File: config.mk
export PLATFORM = sky130hd
export DESIGN_NAME = or4_x4
export DESIGN_NICKNAME = d
export VERILOG_FILES = /design/src/rtl/or4_x4_pkg.sv /design/src/rtl/or4_x4_sync.sv /design/src/rtl/or4_x4.sv
export SDC_FILE = /design/constraint.sdc
export NUM_CORES = 1
export LEC_CHECK = 0
export CAP_MARGIN = 20
export CORE_MARGIN = 2
export CORE_UTILIZATION = 47
export CTS_CLUSTER_SIZE = 24
export DETAILED_ROUTE_END_ITERATION = 12
export PLACE_DENSITY = 0.78
export SLEW_MARGIN = 30
export SYNTH_ARGS = -nofsm -noshare
export SYNTH_HDL_FRONTEND = slang
export SYNTH_SLANG_ARGS = --single-unit
File: constraint.sdc
create_clock -name CK -period 2.2 [get_ports CK]
set_input_delay 0.66 -clock CK [delete_from_list [all_inputs] [get_ports CK]]
set_output_delay 0.66 -clock CK [all_outputs]
set_load 0.05 [all_outputs]
File: src/rtl/or4_x4_pkg.sv
// Shared defaults, types and helpers for the or4_x4 edge-counting OR gate.
package or4_x4_pkg;

  localparam int CNT_W_DEF       = 16;
  localparam int SYNC_STAGES_DEF = 0;
  localparam int NUM_IN          = 4;

  typedef logic [NUM_IN-1:0] in_vec_t;

  // Registered view of the sampled OR: level and its rising-edge pulse.
  typedef struct packed {
    logic zn_q;
    logic hit;
  } edge_st_t;

  // Increment that sticks at max_v instead of wrapping.
  function automatic logic [31:0] sat_inc(input logic [31:0] v, input logic [31:0] max_v);
    return (v >= max_v) ? max_v : v + 32'd1;
  endfunction

endpackage

File: src/rtl/or4_x4_sync.sv
// N-stage input synchronizer for the OR operands; STAGES == 0 collapses to a wire.
module or4_x4_sync
  import or4_x4_pkg::*;
#(
  parameter int STAGES = SYNC_STAGES_DEF,
  parameter int W      = NUM_IN
) (
  input  logic         ck,
  input  logic         rn,
  input  logic [W-1:0] d,
  output logic [W-1:0] q
);

  if (STAGES == 0) begin : g_pass
    logic unused_ck_rn;
    assign unused_ck_rn = ck ^ rn;
    assign q = d;
  end else begin : g_pipe
    logic [STAGES-1:0][W-1:0] pipe;

    always_ff @(posedge ck or negedge rn) begin
      if (!rn) begin
        pipe <= '0;
      end else begin
        pipe[0] <= d;
        for (int i = 1; i < STAGES; i++) pipe[i] <= pipe[i-1];
      end
    end

    assign q = pipe[STAGES-1];
  end

endmodule

File: src/rtl/or4_x4.sv
// 4-input OR with registered output, rising-edge pulse, saturating edge counter
// and per-input sticky flags.
module or4_x4
  import or4_x4_pkg::*;
#(
  parameter int CNT_W       = CNT_W_DEF,
  parameter int SYNC_STAGES = SYNC_STAGES_DEF
) (
  input  logic              CK,
  input  logic              RN,
  input  logic              A1,
  input  logic              A2,
  input  logic              A3,
  input  logic              A4,
  input  logic              CLR,
  output logic              ZN,
  output logic              ZN_Q,
  output logic              HIT,
  output logic [CNT_W-1:0]  RISE_CNT,
  output logic [NUM_IN-1:0] STICKY
);

  localparam logic [CNT_W-1:0] CNT_MAX = '1;

  in_vec_t  a_raw;
  in_vec_t  a_smp;
  logic     s;
  logic     rise;
  edge_st_t est;

  // Bit i-1 carries Ai so STICKY lines up with the operand numbering.
  assign a_raw = {A4, A3, A2, A1};

  // Pure combinational path: unaffected by clock, reset or clear.
  assign ZN = A1 | A2 | A3 | A4;

  or4_x4_sync #(
    .STAGES (SYNC_STAGES),
    .W      (NUM_IN)
  ) u_sync (
    .ck (CK),
    .rn (RN),
    .d  (a_raw),
    .q  (a_smp)
  );

  assign s    = |a_smp;
  assign rise = s & ~est.zn_q;

  always_ff @(posedge CK or negedge RN) begin
    if (!RN) begin
      est <= '0;
    end else begin
      est.zn_q <= s;
      est.hit  <= rise;
    end
  end

  assign ZN_Q = est.zn_q;
  assign HIT  = est.hit;

  // Counter moves on the same edge that raises HIT; a clear on that edge wins.
  always_ff @(posedge CK or negedge RN) begin
    if (!RN) begin
      RISE_CNT <= '0;
      STICKY   <= '0;
    end else if (CLR) begin
      RISE_CNT <= '0;
      STICKY   <= '0;
    end else begin
      if (rise) RISE_CNT <= CNT_W'(sat_inc(32'(RISE_CNT), 32'(CNT_MAX)));
      STICKY <= STICKY | a_smp;
    end
  end

endmodule

==> results.py <==
metrics = {
    "logic_synthesis": {
        "synth_top_area_share": 0.480,
        "syn_area_um2": 1150,
        "synth-edff-count": 0,
        "ys_async_sr_fraction": 1.00,
        "syn_nets": 122,
        "ys_seq_area_frac": 0.480,
        "synth_most_common_cell": "dfrtp_1",
        "ys_ff_latch": 22,
        "synthFlopType": "dfrtp_1",
        "yosysUniqueCellTypes": 31,
        "synth.top_cells.by_area": "dfrtp_1 48%, nor2_1 6.5%, a211oi_1 3.9%",
        "synthCells": 114,
        "yosys_warnings": 0,
        "yosysTopAreaCell": "dfrtp_1",
        "avgSynthCellArea_um2": 10.1,
        "synth_commonest_cells": "22 x dfrtp_1, 20 x nor2_1, 8 x inv_1",
    },
    "clock_network": {
        "cts_buffers": 3,
        "cts_tree": "built",
        "cts.clk_slew.worst_paths_ns": 0.11,
        "postCtsHoldBufs": 0,
        "clk_latency_ns": 0.31,
        "htreeDepth": 1,
        "clockBufferDepth": 2,
        "cts_setup_buffers": 0,
        "clkSinkCount": 22,
        "root_buffer": "clkbuf_4",
    },
    "global_route": {
        "grt_overflow": 0,
        "grt_pass1_vias": 970,
        "grt_max_degree": 23,
        "grt_usage": 0.233,
        "grt_pass1_wl_um": 4730,
        "grt_antenna_before_repair": 0,
    },
    "min_path": {
        "hold_path_class": "register to register",
    },
    "sta": {
        "period_needed_ns": 2.13,
        "max_freq_mhz": 468,
        "fin_tns_setup_ns": 0,
        "tightest_slew_ns": 0.512,
        "hold_viol": 0,
        "fin_ws_ns": 0.0651,
        "maxSlewViolCount": 0,
        "relSlewSlack": 0.657,
        "setup_violations": 0,
        "fin_crit_sh": 0.970,
        "clock-skew-final_ns": 0.00942,
        "rsz0062_at_grt": "no",
    },
    "layout": {
        "final_layout_size_suffix_gt1_frac": 0.265,
        "postLayoutCellArea_um2": 1530,
        "n_antenna_cell": 0,
        "multi_input_area_um2": 559,
        "area_growth_pct": 32.9,
        "nets": 165,
        "seq_area_um2": 551,
        "fill_cells": 204,
    },
    "placed_design": {
        "gp_congestion": 0.888,
        "dpl.hpwl_um": 2260,
        "portBuffers": 29,
        "dp_slack_ns": -0.222,
        "placed_area_um2": 1500,
    },
    "detailed_routing": {
        "vias_per_cell": 5.85,
        "avgRoutedWirePerCell_um": 15.8,
        "drc": 0,
        "firstDrtPassIters": 6,
        "ant_nets": 0,
        "drt-initial-drc-count": 36,
        "vias": 1071,
        "routed_wl_um": 2890,
    },
    "floorplan": {
        "core_um2": 2250,
        "initial_utilization": 0.509,
        "fp.dieArea_um2": 2850,
        "die_h_um": 53.4,
        "die_x_um": 53.4,
        "placementRows": 17,
        "io_pins": 30,
    },
    "status": {
        "status": "finished clean",
    },
    "pwr": {
        "pwr_density_cell_nw_per_um2": 447,
        "p_leak_uw": 0.000663,
        "fin_total_pwr_uw": 682,
        "peakVddDrop_v": 0.000432,
    },
    "worst_setup_path": {
        "cpPeakStageDelay_ns": 0.81,
        "cp_max_fo": 2,
        "worst-path-buf-inv": 1,
        "arrival_ns": 1.47,
        "crit_path_start_kind": "register",
        "worstSetupPathType": "register to primary output",
        "crit_required_ns": 1.54,
        "cpMaxStageDelayCell": "clkdlybuf4s50_1",
        "crit_chain": "clkdlybuf4s50_1",
        "cp_top_family": "buffers and inverters",
        "critPathCaptureType": "primary output",
    },
    "job": {
        "cap_violations": 0,
    },
}
cells by family (layout without fill, tap and decap cells):
logic type                 after synthesis  count (layout)  synth area share
buffers and inverters                   10              51            0.0327
DFF                                     22              22             0.480
and+or+nand+nor                         52              52             0.309
adders and majority gates                1               1            0.0109
AOI/OAI and AO/OA                       29              29             0.168
flip-flops by register name, summed over array words and instances, names as in the netlist:
register	count
HIT	1
RISE_CNT	16
ZN_Q	1
STICKY	4
report_power, final:
group | total [uW] | internal, uW | leakage [uW] | switching, uW
Sequential | 416 | 411 | 0.000296 | 4.82
Clock | 181 | 63.9 | 0.0000138 | 118
Combinational | 85.2 | 30.1 | 0.000353 | 55.1
layer usage:
| layer | vias to the layer above | wire, um | global-route usage |
|---|---|---|---|
| met4 | 0 | 26 | 0.103 |
| met1 | 525 | 1290 | 0.318 |
| met2 | 27 | 1440 | 0.366 |
| met3 | 2 | 143 | 0.0311 |
| met5 | - | 0 | 0 |
| li1 | 517 | - | - |
final timing paths:
kind	from	end	slack [ns]	cells after the start
max	STICKY[1]	STICKY[1]	0.07	1
min	STICKY[0]	STICKY[0]	0.51	2
max reg2reg	RISE_CNT[0]	RISE_CNT[5]	0.36	5
min reg2reg	STICKY[0]	STICKY[0]	0.51	2
max in group asynchronous	RN	RISE_CNT[3]	1.29	2
min in group asynchronous	RN	RISE_CNT[13]	0.68	2
metrics by stage:
stage	util	std cells	hold WS, ns
2_1_floorplan	-	114	0.364
3_3_place_gp	0.666	180	0.475
3_5_place_dp	0.666	180	0.486
4_1_cts	0.676	183	0.512
5_1_grt	0.676	183	0.519
6_report	0.676	183	0.510
layout make-up:
class	instances	share of cell area
well taps	28	0.0230
clock buffers	3	0.0148
inverters	8	0.0197
flip-flops and latches	22	0.361
repair buffers	40	0.215
multi-input cells	82	0.367
cell usage in the layout (no fill, tap or decap):
cell type        Yosys  final
dfrtp_1             22     22
a21oi_1              7      7
o211ai_1             1      1
nor4b_4              1      1
o21ai_1              1      1
nand3_1              3      3
nor2_1              20     20
inv_1                8      8
nor4_4               2      2
nand2_1              3      3
buf_4                0     28
and2_1               1      1
a41o_1               1      1
nand4_4              2      2
clkbuf_4             0      3
buf_6                0      1
clkdlybuf4s50_1      0      7
a211oi_1             6      6
a41oi_1              1      1
a221oi_1             1      1
or4_4                1      1
o21ai_0              3      3
ha_1                 1      1
nand4_1              5      5
and3_2               1      1
a31oi_1              4      4
nand2b_1             1      1
a311oi_1             2      2
nor4_1               3      3
clkdlybuf4s15_1      0      1
nor4b_2              1      1
o31ai_1              2      2
nor3_1               6      6
and2b_4              1      1
nor3b_1              1      1
dlygate4sd2_1        0      3
timing repair:
item                                    in CTS  in global routing
gates resized for setup                      5                  1
pin swaps                                    1                  1
endpoints found under the setup margin       1                  1
No activity file was read; power rests on OpenSTA's default activity.
